## src/rtl/sipo_deserializer.sv

```systemverilog
// Serial-in, parallel-out deserializer.
// It collects one bit for each cycle that shift_en is high and builds WIDTH-bit words.
// Each finished word goes into a holding register, which drives a valid/ready handshake.
// frame_start realigns the word boundary.
// A word that completes while the holding register is still occupied is dropped,
// and the drop is recorded in the sticky overrun flag.
module sipo_deserializer #(
  parameter int unsigned WIDTH     = 8,
  parameter bit          MSB_FIRST = 1'b1
) (
  input  logic                     clk,
  input  logic                     rst,
  input  logic                     serial_in,
  input  logic                     shift_en,
  input  logic                     frame_start,
  output logic [WIDTH-1:0]         parallel_out,
  output logic                     out_valid,
  input  logic                     out_ready,
  output logic                     overrun,
  output logic [$clog2(WIDTH)-1:0] bit_count
);

  localparam int unsigned CntW = $clog2(WIDTH);
  localparam logic [CntW-1:0] LastBit = CntW'(WIDTH - 1);

  logic [WIDTH-1:0] sreg_q, sreg_d;
  logic [CntW-1:0]  cnt_q, cnt_d;
  logic [WIDTH-1:0] hold_q, hold_d;
  logic             valid_q, valid_d;
  logic             overrun_q, overrun_d;

  logic [WIDTH-1:0] sreg_shift;
  logic [WIDTH-1:0] sreg_fresh;
  logic             complete;
  logic             transfer;
  logic             load;

  // Shifted and freshly-framed versions of the shift register for the current bit
  always_comb begin
    sreg_shift = sreg_q;
    sreg_fresh = '0;
    if (MSB_FIRST) begin
      sreg_shift    = {sreg_q[WIDTH-2:0], serial_in};
      sreg_fresh[0] = serial_in;
    end else begin
      sreg_shift       = {serial_in, sreg_q[WIDTH-1:1]};
      sreg_fresh[WIDTH-1] = serial_in;
    end
  end

  // Word completion and handshake qualifiers
  always_comb begin
    // A framing bit always starts a new word, so it can never complete one
    complete = shift_en && !frame_start && (cnt_q == LastBit);
    transfer = valid_q && out_ready;
    load     = complete && (!valid_q || out_ready);
  end

  // Next-state for shift register and bit counter
  always_comb begin
    sreg_d = sreg_q;
    cnt_d  = cnt_q;
    if (frame_start) begin
      if (shift_en) begin
        sreg_d = sreg_fresh;
        cnt_d  = CntW'(1);
      end else begin
        sreg_d = '0;
        cnt_d  = '0;
      end
    end else if (shift_en) begin
      sreg_d = sreg_shift;
      cnt_d  = (cnt_q == LastBit) ? '0 : cnt_q + CntW'(1);
    end
  end

  // Next-state for holding register, valid and sticky overrun
  always_comb begin
    hold_d    = hold_q;
    valid_d   = valid_q;
    overrun_d = overrun_q;
    if (load) begin
      // The completed word includes the bit being presented this cycle
      hold_d  = sreg_shift;
      valid_d = 1'b1;
    end else if (transfer) begin
      valid_d = 1'b0;
    end
    if (complete && valid_q && !out_ready) begin
      overrun_d = 1'b1;
    end
  end

  // State registers with synchronous reset
  always_ff @(posedge clk) begin
    if (rst) begin
      sreg_q    <= '0;
      cnt_q     <= '0;
      hold_q    <= '0;
      valid_q   <= 1'b0;
      overrun_q <= 1'b0;
    end else begin
      sreg_q    <= sreg_d;
      cnt_q     <= cnt_d;
      hold_q    <= hold_d;
      valid_q   <= valid_d;
      overrun_q <= overrun_d;
    end
  end

  assign parallel_out = hold_q;
  assign out_valid    = valid_q;
  assign overrun      = overrun_q;
  assign bit_count    = cnt_q;

endmodule

```

## config.mk

```make
export PLATFORM = sky130hd
export DESIGN_NAME = sipo_deserializer
export DESIGN_NICKNAME = d
export VERILOG_FILES = /design/src/rtl/sipo_deserializer.sv
export SDC_FILE = /design/constraint.sdc
export NUM_CORES = 1
export LEC_CHECK = 0
export ABC_AREA = 1
export ABC_CLOCK_PERIOD_IN_PS = 1600
export CELL_PAD_IN_SITES_DETAIL_PLACEMENT = 1
export CELL_PAD_IN_SITES_GLOBAL_PLACEMENT = 2
export CORE_MARGIN = 3
export CORE_UTILIZATION = 26
export CTS_CLUSTER_DIAMETER = 50
export DETAILED_ROUTE_END_ITERATION = 8
export PLACE_DENSITY_LB_ADDON = 0.05
export SYNTH_ARGS = -nofsm -noshare
export SYNTH_HDL_FRONTEND = slang
export SYNTH_SLANG_ARGS = --single-unit
```

## constraint.sdc

```tcl
create_clock -name clk -period 1.6 [get_ports clk]
set_clock_uncertainty 0.1 [all_clocks]
set_input_delay 0.32 -clock clk [delete_from_list [all_inputs] [get_ports clk]]
set_output_delay 0.32 -clock clk [all_outputs]
set_load 0.05 [all_outputs]
```

Word-level counts from Yosys, hierarchy flattened
Cells that the tools add are included.

operators by class
  equality and inequality tests = 1
  $add $sub $neg = 1
  mux-type cells = 9
  reduce and logical (&&, ||, !) cells = 12

operators with widths
  operator               count
  $mux W7                2
  $mux W3                3
  $logic_and A1 B1 Y1    6
  $mux W1                4
  $reduce_bool A2 Y1     2
  $add A3 B1 Y3 const B  1
  $eq A3 B3 Y1 const B   1
  $logic_not A1 Y1       3
  $logic_or A1 B1 Y1     1

storage, ports and cells
  output and inout port bits = 13
  register bits = 20

Logic depth before layout (Yosys ltp)
  depth in word-level cells = 5
  gate-level depth with buffers = 7

Least setup slack after synthesis
Ideal clock, no wire load.

  kind = flip-flop to flip-flop
  start point = register cnt_q[0] (netlist: bit_count[0])
  end point = register hold_q[0] (netlist: parallel_out[0])
  period minus slack after synthesis = 1.783 ns
  library setup time = 0.064 ns
  path buffers = 1
  required time = 1.436 ns
  slack = -0.183 ns
  data arrival time = 1.619 ns
  cell stages (with the launch flop) = 8
  cells stage by stage = dfxtp_1 > ha_1 > ha_1 > buf_4 > nand3_1 > nor2_4 > nor2_1 > nor2_1

on the way
  cells in the longest elaborated chain, start to end = 3

RTL lines
  item                    RTL line  text
  start, declared         27        logic [CntW-1:0] cnt_q, cnt_d;
  start signal, assigned  104       cnt_q <= cnt_d;
  $eq A3 B3 Y1            54        complete = shift_en && !frame_start && (cnt_q == LastBit);
  $logic_and A1 B1 Y1     54
  $logic_and A1 B1 Y1     56        load = complete && (!valid_q || out_ready);
  end signal, assigned    105       hold_q <= hold_d;
  end, declared           28        logic [WIDTH-1:0] hold_q, hold_d;

Every way passes these cells.
A chain may end at the register's enable or synchronous reset.

Final worst setup path
  start point = register cnt_q[0] (netlist: bit_count[0])
  end point = register hold_q[3] (netlist: parallel_out[3])

Same word-level chain as after synthesis.

==> run summary <==
Initial Util -> 0.285
Initial DRC Count -> 21
final core utilization -> 0.449
Hold Crit Class -> register to register
# Post-CTS Setup Buffers -> 0
Final Setup Violations -> 0
CTS tree -> yes
Clock Pin Slew Worst Setup and Hold Paths -> 0.13 ns
most frequent cells in the layout -> 28 x nand2_1, 20 x nor2_1, 17 x dfxtp_1
post-route ant nets -> 0
Top Ports -> 19
post-CTS sizing -> 0
Routed WL per cell -> 11.2 um
CP max FO -> 8
Seq/Total Area, Yosys -> 0.485
Least-Margin Pin Slew -> 0.227 ns
NumNets Final -> 146
CTS sink cnt -> 20
setup TNS -> 0 ns
global-route wire length before repair -> 3.75 mm
Area Overhead vs Synth -> 57.7%
hold_buf cts -> 0
data arrival time at the worst-slack endpoint -> 1.60 ns
Synth cell types -> 15
GP Congestion -> 0.691
max-cap violations -> 0
CP Buf/Inv Count -> 0
Pwr Density -> 785 nW/um2
outcome -> finished clean
share of layout cells above drive strength 1 -> 0.226
drt via density -> 4.25
maximum clock insertion buffer count -> 2
Worst setup EP type -> register
fmax -> 0.688 GHz
clk root buf -> clkbuf_4
Syn. warnings -> 0
GR Util All Layers -> 0.119
CTS Buf Count -> 3
Synth Register Bits -> 20
post-route minimum period -> 1.45 ns
LEAKAGE -> 0.000515 uW
Hold Violations, Final -> 0
H-tree lvl count -> 1
worst vdd ir -> 0.000276 V
Cells after Synth -> 111
vias in the first global route -> 821
CP Cell Sequence -> ha_1, ha_1, nand3_1, nor2_4, nor2_1, nor2_1
FP Rows -> 19
critical path's top delay family -> simple AND/OR/NAND/NOR gates
Syn Nets -> 119
CP startpoint kind -> register
DRT Wirelength -> 2.00 mm
unrepaired setup endpoints after global routing -> no
worst skew pair latency -> 0.31 ns
die height -> 62.4 um
Die X -> 62.4 um
largest net degree at the start of global routing -> 13
GRT overflow -> 0
Port-buffer cells -> 18
routed vias -> 761
DR pass1 iterations -> 3
area of the mapped netlist -> 826 um2
# diodes -> 0
Avg Inst Size Synth -> 7.44 um2
worst path required time -> 1.75 ns
CP max-delay cell -> dfxtp_2
die area -> 3890 um2
initial antenna violation count -> 0
Slew Limit Fails -> 0
Final Cycle Share -> 0.908
DRC violations left -> 0
post-DP HPWL -> 1.52 mm
commonest non-fill, non-tap cell in the layout -> nand2_1
CORE AREA -> 2900 um2
Crit Path Class -> register to register
CP max stage delay -> 0.41 ns
Slew headroom -> 0.849
metal layers:
metal	track usage	part of all wire
met1	0.142	0.48
met2	0.200	0.48
met3	0.0288	0.039
met4	0.0579	0.0085
met5	0	0
registers in the layout, summed over array words and instances, names as in the netlist:
signal,count
sreg_q,7
bit_count,3
parallel_out,8
out_valid,1
overrun,1
final timing paths:
| check | from | slack (ns) | cells after the start | endpoint |
|---|---|---|---|---|
| max | bit_count[0]$_SDFFE_PP0P_ | 0.15 | 6 | parallel_out[3]$_SDFFE_PP0P_ |
| max reg2reg | bit_count[0]$_SDFFE_PP0P_ | 0.15 | 6 | parallel_out[3]$_SDFFE_PP0P_ |
| min | sreg_q[6]$_SDFFE_PP0P_ | 0.38 | 2 | sreg_q[6]$_SDFFE_PP0P_ |
| min reg2reg | sreg_q[6]$_SDFFE_PP0P_ | 0.38 | 2 | sreg_q[6]$_SDFFE_PP0P_ |
synthesized netlist by cell type:
master    count  area share
nand2_1      28        0.13
dfxtp_1      20        0.48
nor2_1       20       0.091
inv_1        13       0.059
a21oi_1      11       0.067
nand4_1       8       0.061
ha_1          2       0.030
nor2_4        2       0.027
buf_2         1      0.0061
buf_4         1      0.0091
buf_6         1       0.014
clkbuf_1      1      0.0045
nand3_1       1      0.0061
nor2_2        1      0.0076
o21ai_0       1      0.0061
cell families (layout without fill, tap and decap cells):
group | Yosys count | in the layout | share of synthesized area
buffers and inverters | 17 | 43 | 0.0924
adders and majority gates | 2 | 2 | 0.0303
DFF | 20 | 20 | 0.485
and+or+nand+nor | 60 | 60 | 0.320
AOI/OAI and AO/OA | 12 | 12 | 0.0727
report_power, final:
group / switching, uW / internal (uW) / leakage [uW]
clock: 177 / 253 / 0.0000279
combinational: 43.8 / 41.1 / 0.000324
sequential: 5.00 / 502 / 0.000163
worst min-delay path, cell delays in order (launching register included):
cell and delay (ns):
dfxtp_1 0.33, nand2_1 0.06, a21oi_1 0.05
stage by stage:
stage	area [um2]	instances	total power (uW)	hold slack, ns	setup slack [ns]
final	1300	179	1020	0.379	0.148
after global routing	1300	179	1070	0.413	0.0192
after CTS	1300	179	1040	0.373	0.134
after detailed placement	1250	175	604	0.354	-0.0245
after global placement	1250	175	603	0.353	0.0218
after floorplan	830	111	555	0.282	0.0144
layout make-up:
| class | instances | area (um2) |
|---|---|---|
| clock inverter | 1 | 30.0 |
| timing repair buffer | 26 | 395 |
| multi-input combinational | 74 | 349 |
| inverter | 13 | 48.8 |
| tap | 42 | 52.6 |
| fill | 367 | 1600 |
| clock buffer | 3 | 22.5 |
| sequential | 20 | 404 |
(Power assumes the default switching activity.)
